### src/rtl/mmio_pkg.sv
// Shared definitions for the MMIO interconnect: FSM state type, default
// timeout read data and the conventional peripheral slot numbers.
package mmio_pkg;

  typedef enum logic [1:0] {
    ST_IDLE   = 2'd0,
    ST_ACCESS = 2'd1,
    ST_DONE   = 2'd2
  } state_e;

  localparam logic [31:0] DEF_ERR_DATA = 32'hDEAD_BEEF;

  localparam int unsigned SLV_MEM   = 0;
  localparam int unsigned SLV_TIMER = 1;
  localparam int unsigned SLV_UART  = 2;
  localparam int unsigned SLV_GPIO  = 3;

endpackage

### src/rtl/mmio_bus_fabric_if.sv
// CPU data-port bundle between the MIPS core (master) and the fabric (slave).
interface mmio_bus_fabric_if #(
  parameter int unsigned AW = 32,
  parameter int unsigned DW = 32
);

  logic [AW-1:0] cpu_addr;
  logic          cpu_re;
  logic          cpu_we;
  logic [DW-1:0] cpu_wdata;
  logic [DW-1:0] cpu_rdata;
  logic          cpu_stall;

  modport master (
    output cpu_addr, cpu_re, cpu_we, cpu_wdata,
    input  cpu_rdata, cpu_stall
  );

  modport slave (
    input  cpu_addr, cpu_re, cpu_we, cpu_wdata,
    output cpu_rdata, cpu_stall
  );

endinterface

### src/rtl/mmio_addr_match.sv
// Priority base/mask decoder: lowest-numbered matching slot wins; hit=0 when
// no entry matches so the caller can apply its own fallback slot.
module mmio_addr_match #(
  parameter int unsigned           N_SLV    = 4,
  parameter int unsigned           AW       = 32,
  parameter int unsigned           SEL_W    = 2,
  parameter logic [N_SLV*AW-1:0]   BASE_TBL = '0,
  parameter logic [N_SLV*AW-1:0]   MASK_TBL = '0
) (
  input  logic [AW-1:0]    addr,
  output logic [SEL_W-1:0] sel,
  output logic             hit
);

  always_comb begin
    sel = '0;
    hit = 1'b0;
    for (int unsigned i = 0; i < N_SLV; i++) begin
      if (!hit && ((addr & MASK_TBL[i*AW +: AW]) == BASE_TBL[i*AW +: AW])) begin
        hit = 1'b1;
        sel = SEL_W'(i);
      end
    end
  end

endmodule

### src/rtl/mmio_bus_fabric.sv
// Memory-mapped interconnect from the core data port to N_SLV peripherals:
// address decode, one-cold chip select, stall until ready, timeout with sticky error.
module mmio_bus_fabric
  import mmio_pkg::*;
#(
  parameter int unsigned         N_SLV    = 4,
  parameter int unsigned         DW       = 32,
  parameter int unsigned         AW       = 32,
  parameter int unsigned         SLV_AW   = 12,
  parameter logic [N_SLV*AW-1:0] BASE_TBL = {32'hFFFF_2000, 32'hFFFF_1000,
                                             32'hFFFF_0000, 32'h0000_0000},
  parameter logic [N_SLV*AW-1:0] MASK_TBL = {32'hFFFF_F000, 32'hFFFF_F000,
                                             32'hFFFF_F000, 32'hF000_0000},
  parameter int unsigned         DEF_SLV  = SLV_MEM,
  parameter int unsigned         TIMEOUT  = 15,
  parameter logic [DW-1:0]       ERR_DATA = DW'(DEF_ERR_DATA)
) (
  input  logic                  clk,
  input  logic                  reset,
  mmio_bus_fabric_if.slave      cpu,
  output logic [N_SLV-1:0]      slv_cs_n,
  output logic                  slv_rd_n,
  output logic                  slv_wr_n,
  output logic [SLV_AW-1:0]     slv_addr,
  output logic [DW-1:0]         slv_wdata,
  input  logic [N_SLV*DW-1:0]   slv_rdata,
  input  logic [N_SLV-1:0]      slv_ready,
  input  logic                  err_clr,
  output logic                  bus_err,
  output logic [AW-1:0]         err_addr
);

  localparam int unsigned SEL_W    = (N_SLV > 1) ? $clog2(N_SLV) : 1;
  localparam logic [7:0]  CNT_LAST = 8'(TIMEOUT - 1);

  state_e              state_q, state_d;
  logic [7:0]          cnt_q, cnt_d;
  logic [AW-1:0]       addr_q, addr_d;
  logic [DW-1:0]       wdata_q, wdata_d;
  logic                we_q, we_d;
  logic [SEL_W-1:0]    sel_q, sel_d;
  logic [DW-1:0]       rdata_q, rdata_d;
  logic                bus_err_q, bus_err_d;
  logic [AW-1:0]       err_addr_q, err_addr_d;

  logic [SEL_W-1:0]    match_sel;
  logic                match_hit;
  logic [SEL_W-1:0]    dec_sel;
  logic                req;
  logic                ready_sel;
  logic [DW-1:0]       rdata_sel;
  logic                err_set;

  mmio_addr_match #(
    .N_SLV   (N_SLV),
    .AW      (AW),
    .SEL_W   (SEL_W),
    .BASE_TBL(BASE_TBL),
    .MASK_TBL(MASK_TBL)
  ) u_match (
    .addr(cpu.cpu_addr),
    .sel (match_sel),
    .hit (match_hit)
  );

  assign dec_sel   = match_hit ? match_sel : SEL_W'(DEF_SLV);
  assign req       = cpu.cpu_re | cpu.cpu_we;
  assign ready_sel = slv_ready[sel_q];
  assign rdata_sel = slv_rdata[DW*32'(sel_q) +: DW];

  always_comb begin
    state_d    = state_q;
    cnt_d      = cnt_q;
    addr_d     = addr_q;
    wdata_d    = wdata_q;
    we_d       = we_q;
    sel_d      = sel_q;
    rdata_d    = rdata_q;
    err_addr_d = err_addr_q;
    err_set    = 1'b0;

    case (state_q)
      ST_IDLE: begin
        if (req) begin
          addr_d  = cpu.cpu_addr;
          wdata_d = cpu.cpu_wdata;
          we_d    = cpu.cpu_we;
          sel_d   = dec_sel;
          state_d = ST_ACCESS;
        end
      end
      ST_ACCESS: begin
        cnt_d = cnt_q + 8'd1;
        // Ready is checked first so a ready on the final allowed cycle is not an error.
        if (ready_sel) begin
          if (!we_q) rdata_d = rdata_sel;
          state_d = ST_DONE;
        end else if (cnt_q == CNT_LAST) begin
          if (!we_q) rdata_d = ERR_DATA;
          err_set    = 1'b1;
          err_addr_d = addr_q;
          state_d    = ST_DONE;
        end
      end
      ST_DONE: begin
        cnt_d   = '0;
        state_d = ST_IDLE;
      end
      default: state_d = ST_IDLE;
    endcase

    bus_err_d = bus_err_q;
    if (err_clr) bus_err_d = 1'b0;
    if (err_set) bus_err_d = 1'b1;
  end

  always_ff @(posedge clk) begin
    if (!reset) begin
      state_q    <= ST_IDLE;
      cnt_q      <= '0;
      addr_q     <= '0;
      wdata_q    <= '0;
      we_q       <= 1'b0;
      sel_q      <= '0;
      rdata_q    <= '0;
      bus_err_q  <= 1'b0;
      err_addr_q <= '0;
    end else begin
      state_q    <= state_d;
      cnt_q      <= cnt_d;
      addr_q     <= addr_d;
      wdata_q    <= wdata_d;
      we_q       <= we_d;
      sel_q      <= sel_d;
      rdata_q    <= rdata_d;
      bus_err_q  <= bus_err_d;
      err_addr_q <= err_addr_d;
    end
  end

  always_comb begin
    slv_cs_n = '1;
    if (state_q == ST_ACCESS) slv_cs_n[sel_q] = 1'b0;
  end

  assign slv_rd_n      = !((state_q == ST_ACCESS) && !we_q);
  assign slv_wr_n      = !((state_q == ST_ACCESS) && we_q);
  assign slv_addr      = addr_q[SLV_AW-1:0];
  assign slv_wdata     = wdata_q;
  assign cpu.cpu_stall = ((state_q == ST_IDLE) && req) || (state_q == ST_ACCESS);
  assign cpu.cpu_rdata = rdata_q;
  assign bus_err       = bus_err_q;
  assign err_addr      = err_addr_q;

endmodule
### src/flat_wrapper.sv
// flat-port wrapper written by rule: the top's interface ports become plain ports
module mmio_bus_fabric_flat import mmio_pkg::*;
#(
  parameter int unsigned         N_SLV    = 4,
  parameter int unsigned         DW       = 32,
  parameter int unsigned         AW       = 32,
  parameter int unsigned         SLV_AW   = 12,
  parameter logic [N_SLV*AW-1:0] BASE_TBL = {32'hFFFF_2000, 32'hFFFF_1000,
                                             32'hFFFF_0000, 32'h0000_0000},
  parameter logic [N_SLV*AW-1:0] MASK_TBL = {32'hFFFF_F000, 32'hFFFF_F000,
                                             32'hFFFF_F000, 32'hF000_0000},
  parameter int unsigned         DEF_SLV  = SLV_MEM,
  parameter int unsigned         TIMEOUT  = 15,
  parameter logic [DW-1:0]       ERR_DATA = DW'(DEF_ERR_DATA)
)
  (clk, reset, slv_cs_n, slv_rd_n, slv_wr_n, slv_addr, slv_wdata, slv_rdata, slv_ready, err_clr, bus_err, err_addr, cpu_cpu_addr, cpu_cpu_re, cpu_cpu_we, cpu_cpu_wdata, cpu_cpu_rdata, cpu_cpu_stall);
  mmio_bus_fabric_if #(.AW(AW), .DW(DW)) cpu_i ();
  input  logic clk;
  input  logic reset;
  output logic [N_SLV-1:0] slv_cs_n;
  output logic slv_rd_n;
  output logic slv_wr_n;
  output logic [SLV_AW-1:0] slv_addr;
  output logic [DW-1:0] slv_wdata;
  input  logic [N_SLV*DW-1:0] slv_rdata;
  input  logic [N_SLV-1:0] slv_ready;
  input  logic err_clr;
  output logic bus_err;
  output logic [AW-1:0] err_addr;
  input wire logic [$bits(cpu_i.cpu_addr)-1:0] cpu_cpu_addr;
  input wire logic [$bits(cpu_i.cpu_re)-1:0] cpu_cpu_re;
  input wire logic [$bits(cpu_i.cpu_we)-1:0] cpu_cpu_we;
  input wire logic [$bits(cpu_i.cpu_wdata)-1:0] cpu_cpu_wdata;
  output wire logic [$bits(cpu_i.cpu_rdata)-1:0] cpu_cpu_rdata;
  output wire logic [$bits(cpu_i.cpu_stall)-1:0] cpu_cpu_stall;
  assign cpu_i.cpu_addr = cpu_cpu_addr;
  assign cpu_i.cpu_re = cpu_cpu_re;
  assign cpu_i.cpu_we = cpu_cpu_we;
  assign cpu_i.cpu_wdata = cpu_cpu_wdata;
  assign cpu_cpu_rdata = cpu_i.cpu_rdata;
  assign cpu_cpu_stall = cpu_i.cpu_stall;
  mmio_bus_fabric #(.N_SLV(N_SLV), .DW(DW), .AW(AW), .SLV_AW(SLV_AW), .BASE_TBL(BASE_TBL), .MASK_TBL(MASK_TBL), .DEF_SLV(DEF_SLV), .TIMEOUT(TIMEOUT), .ERR_DATA(ERR_DATA)) u_core (.clk(clk), .reset(reset), .cpu(cpu_i), .slv_cs_n(slv_cs_n), .slv_rd_n(slv_rd_n), .slv_wr_n(slv_wr_n), .slv_addr(slv_addr), .slv_wdata(slv_wdata), .slv_rdata(slv_rdata), .slv_ready(slv_ready), .err_clr(err_clr), .bus_err(bus_err), .err_addr(err_addr));
endmodule
### config.mk
export PLATFORM = sky130hd
export DESIGN_NAME = mmio_bus_fabric_flat
export DESIGN_NICKNAME = d
export VERILOG_FILES = /design/src/rtl/mmio_pkg.sv /design/src/rtl/mmio_bus_fabric_if.sv /design/src/rtl/mmio_addr_match.sv /design/src/rtl/mmio_bus_fabric.sv /design/src/flat_wrapper.sv
export SDC_FILE = /design/constraint.sdc
export NUM_CORES = 1
export LEC_CHECK = 0
export ABC_AREA = 1
export ABC_CLOCK_PERIOD_IN_PS = 3400
export CORE_ASPECT_RATIO = 1.1
export CORE_MARGIN = 2
export CORE_UTILIZATION = 44
export CTS_CLUSTER_DIAMETER = 200
export DETAILED_ROUTE_END_ITERATION = 6
export GPL_TIMING_DRIVEN = 0
export PLACE_DENSITY = 0.86
export SLEW_MARGIN = 20
export SYNTH_ARGS = -nofsm -noshare
export SYNTH_HDL_FRONTEND = slang
export SYNTH_SLANG_ARGS = --single-unit
### constraint.sdc
create_clock -name clk -period 3.4 [get_ports clk]
set_input_delay 0.34 -clock clk [delete_from_list [all_inputs] [get_ports clk]]
set_output_delay 0.34 -clock clk [all_outputs]
set_load 0.05 [all_outputs]
After elaboration in Yosys (flattened, before gate mapping). Index checks and enable logic that the tools add are counted.

Word-level logic and storage cells: 75. Output and inout bits: 116. Register bits: 142. Input port bits: 201.

Shift-type cells: 1. Reduce and logical (&&, ||, !) cells: 23. Add/sub/neg operators: 1. Equality and inequality tests: 8. $lt $le $gt $ge: 2. Bitwise logic cells: 4. Muxes and demuxes: 27.

Operators with widths (number): 32-bit two-way mux (4); 128-bit by 8-bit variable part select with 32-bit output (1); 20-bit == test (second input constant) (3); 32-bit logical NOT (1); 8-bit one-hot mux with 2 select lines (1); 1-bit two-way mux (12); 2-bit two-way mux (6); 8-bit by 1-bit adder with 8-bit output (second input constant) (1); 8-bit by 4-bit == test with 1-bit output (second input constant) (1); 1-bit logical AND (7); 1-bit logical NOT (6); 3-bit AND reduction (2); 2-bit nonzero test (3); 4-bit two-way mux (1); 4-bit inverter (1); 2-bit one-hot mux with 2 select lines (1); 2-bit AND reduction (2); 2-bit by 3-bit less-than comparator with 1-bit output (second input constant) (1); 3-bit by 1-bit inequality test with 1-bit output (second input constant) (1); 1-bit binary-select mux with 2-bit select (1); 1-bit demux with 2-bit select (1); 2-bit by 1-bit == test with 1-bit output (second input constant) (1); 2-bit == test (second input constant) (1); 2-bit by 1-bit >= comparator with 1-bit output (second input constant) (1); other kinds (5) (6).

Logic depth before layout (Yosys ltp).
Word-level depth: 12. Depth in mapped cells: 11. Mapped depth without buffers: 11.

By module. A second synthesis with hierarchy kept.

Cell total of the unflattened synthesis: 939. Area total of the unflattened synthesis: 6331.1 µm².

By module, submodules not included: mmio_bus_fabric (times used 1, seq. area each 2842.7 µm², area each 6154.7 µm², cells an instance 895); mmio_addr_match (times used 1, seq. area each 0.0 µm², area each 176.4 µm², cells an instance 44).

Least setup slack after synthesis. OpenSTA, ideal clock, no wires.

Kind: register to output. From: reg u_core.state_q[0]. To: out cpu_cpu_stall. Slack: 1526 ps. Buffers on the path: 2. Stages on the path, launching flop included: 7. Required time: 3060 ps. Data arrival time: 1534 ps. Cells stage by stage: dfxtp_1 -> inv_1 -> ha_1 -> o21ai_1 -> clkbuf_1 -> buf_2 -> nand2_1.

Longest elaborated chain between the ends: 3. Elaborated cells between the ends (all ways): 4. Classes of those cells: 1 x eq/ne; 3 x reduce/logical.

Ends and longest elaborated chain: start: declaration (RTL line mmio_bus_fabric.sv:36) `state_e state_q, state_d;`; start signal: assignment (RTL line mmio_bus_fabric.sv:129) `state_q <= state_d;`; 2-bit logical NOT (RTL line mmio_bus_fabric.sv:150) `assign cpu.cpu_stall = ((state_q == ST_IDLE) && req) || (state_q == ST_ACCESS);`; 1-bit logical AND (RTL line mmio_bus_fabric.sv:150); 1-bit logical OR * (RTL line mmio_bus_fabric.sv:150); end: declaration (RTL line flat_wrapper.sv:35) `output wire logic [$bits(cpu_i.cpu_stall)-1:0] cpu_cpu_stall;`.

Mark *: on every way between the ends. The rest lies on a longest branch, timed or not.

Worst setup path in the final report.
From: reg u_core.state_q[1]. To: out slv_cs_n[0].

Longest elaborated chain between the ends: 2.

Ends and longest elaborated chain: 2-bit by 1-bit == test with 1-bit output (RTL line mmio_bus_fabric.sv:143) `if (state_q == ST_ACCESS) slv_cs_n[sel_q] = 1'b0;`; 4-bit two-way mux (RTL line mmio_bus_fabric.sv:143); end: declaration (RTL line flat_wrapper.sv:20) `output logic [N_SLV-1:0] slv_cs_n;`.

Every way passes these cells.

==> summary.md <==
| Metric | Value |
|---|---|
| # fillers | 1177 |
| Crit share post-route | 96.65% |
| Fin worst setup slack | 0.1139 ns |
| Worst Skew | 0.008045 ns |
| DR vias/cell | 4.964 |
| Post-synthesis compound-gate area fraction | 11.64% |
| Maxcap violations | 0 |
| Syn avg cell area | 6.704 µm² |
| Die ar. | 0.01581 mm² |
| Largest net degree at the start of global routing | 17 |
| Clock Latency Late Sink | 0.42 ns |
| FMAX | 304.3 MHz |
| Hold/Removal Path Class | reg -> reg |
| H-tree Lvls | 4 |
| Total Wirelength | 24000 µm |
| CTS tree | done |
| Synth Cell Area | 0.006523 mm² |
| Required time worst endpoint | 3.06 ns |
| Most common cell in the netlist | nand2_1 |
| Leakage | 4.298 nW |
| Number of enable flip-flop cells after synthesis | 0 |
| Critical path type | reg -> out |
| Synth top cells by count | 298 x nand2_1, 163 x nor2_1, 142 x dfxtp_1, 79 x a21oi_1, 67 x o21ai_0 |
| Placement Setup Slack | 0.1068 ns |
| CTS Buf Count | 17 |
| Final hold slack | 0.4447 ns |
| Post-Layout Cell Count | 1518 |
| ANT nets after route | 0 |
| Area leader, netlist | dfxtp_1 |
| Min Tclk post-route | 3.286 ns |
| Total number of vias | 7536 |
| Primary FF master, synth | dfxtp_1 |
| Top post-synthesis cells by area | dfxtp_1 44%, nand2_1 17%, nor2_1 9.4%, a21oi_1 6.1%, o21ai_0 5.1% |
| Critical path arrival | 2.95 ns |
| Main combinational cell family by area after synthesis | simple AND/OR/NAND/NOR gates |
| IO Port Bufs | 315 |
| Die Span Y | 131.7 µm |
| Synthesis-to-layout area growth | 61.62% |
| Max-slew violation count | 0 |
| Seq cells post-synth | 142 |
| Row cnt | 46 |
| Root buffer cell | clkbuf_16 |
| RSZ-0062 raised after global routing | no |
| Fin area | 0.01054 mm² |
| Post-Syn Nets | 1180 |
| Core Footprint | 0.01445 mm² |
| Initial Utilization | 45.15% |
| Setup repair bufs after CTS | 0 |
| YS warnings | 0 |
| DR WL/cell | 15.81 µm |
| Status | finished, final reports clean |
| Post-Place Cells | 1480 |
| First-pass GRT wire length | 36870 µm |
| Tot GR Track Use | 29.88% |
| Xor/xnor share of the synthesized area | 0% |
| Slew @ Worst Pin | 0.6167 ns |
| Clk slew on worst S/H paths | 0.06 ns |
| Reg area | 0.002843 mm² |
| # nets final | 1514 |
| Initial antenna violation count | 7 |
| Worst vdd ir | 397.9 µV |
| Share of cells above drive strength 1 | 6.596% |
| Post-CTS Hold Fix Bufs | 0 |
| Pwr dens | 492.8 mW/mm² |
| Synth Area in Simple Gates | 34.62% |
| Area occupied by multi-input gates | 0.003093 mm² |
| Setup_tns | 0 ns |
| Vias in the first global route | 7227 |
| Drt drc | 0 |
| Max Root-Sink Buffers | 2 |
| Dpl hpwl | 18840 µm |
| DIE WIDTH | 120.1 µm |
| Gp weighted congestion | 0.8671 |
| Register area share after synthesis | 43.58% |
| Critical Path Source Type | flop |
| Post-synth ARST share | 0% |
| Multiplexer share of the synthesized area | 0% |
| Critical Path Sink Type | output pin |
| Iter 0 DRT Violations | 366 |
| Mapped Cells | 973 |
| Hold Fails Final Rpt | 0 |
| Synth cell types | 22 |
| CP max FO | 10 |
| Sink Count | 142 |
| Synth Area in Adders | 1.151% |
| Synth top area share | 43.58% |
| Placed inst area | 0.009916 mm² |
| Total gr overflow | 0 |
| # IOs | 317 |
| Slew headroom | 58.89% |
| DRT Pass-1 Iters | 5 |
| Final setup violation count | 0 |
layer usage:
metal / GRT usage (%) / routed length [µm]
met1: 32.30 / 9010
met2: 51.83 / 11720
met3: 10.11 / 2286
met4: 14.31 / 970
met5: 0 / 17
area by class of cell:
class | count | share of cell area, %
Clock inverter | 11 | 1.329
Inverter | 54 | 1.923
Buffer | 75 | 3.656
Multi-Input combinational cell | 702 | 29.34
Antenna cell | 7 | 0.1662
Sequential cell | 142 | 26.97
Timing Repair Buffer | 315 | 29.91
Clock buffer | 20 | 4.427
Tap cell | 192 | 2.279
critical path: stages (launching register included):
cell and delay, ns:
dfxtp_1 0.32, inv_1 0.10, ha_1 0.22, clkbuf_1 0.44, clkbuf_1 0.52, nand2_1 0.17
clkdlybuf4s50_1 0.75
placed cells by master (no fill, tap or decap), drive strengths merged, types with 43 or more instances in the layout:
cell type,instances
buf,43
nand2,300
a21oi,79
o21ai,69
nand4,43
inv,54
dfxtp,142
nor2,168
clkbuf,52
clkdlybuf4s50,315
timing repair:
| item | 4_1_cts | 5_1_grt |
|---|---|---|
| resized for setup | 1 | 0 |
| endpoints found under the setup margin | 1 | 0 |
| hold endpoints to repair | 0 | 0 |
worst paths after layout:
kind	from	endpoint	slack, ns	depth (start not counted)
max	u_core.state_q[1]	slv_cs_n[0]	0.11	6
min	u_core.cpu.cpu_rdata[23]	u_core.cpu.cpu_rdata[23]	0.44	2
max reg2reg	u_core.state_q[1]	u_core.slv_wdata[18]	1.23	8
min reg2reg	u_core.cpu.cpu_rdata[23]	u_core.cpu.cpu_rdata[23]	0.44	2
kinds of logic (layout without fill, tap and decap cells):
logic type	after synthesis	in the layout
and+or+nand+nor	547	547
AOI/OAI and AO/OA	149	149
DFF	142	142
buffers and inverters	129	475
adders and majority gates	6	6
other	0	7
stage by stage:
stage,total power [mW],utilization (%)
global placement,3.282,68.64
global route,5.401,72.90
finish,5.195,72.97
CTS,5.211,72.85
floorplan,2.715,-
detailed placement,3.308,68.64
state kept, by name (all words and copies together) (netlist names):
register,cells
u_core.cnt_q,8
u_core.state_q,2
u_core.we_q,1
u_core.addr_q,32
u_core.err_addr,32
u_core.bus_err,1
u_core.sel_q,2
u_core.cpu.cpu_rdata,32
u_core.slv_wdata,32
report_power, final:
part           internal, mW  leakage (nW)  total (mW)  switching, mW
Clock                  1.20         0.301        1.92          0.716
Combinational         0.553          2.83        1.37          0.821
Sequential             1.81          1.16        1.90         0.0874
(Power assumes the default switching activity.)
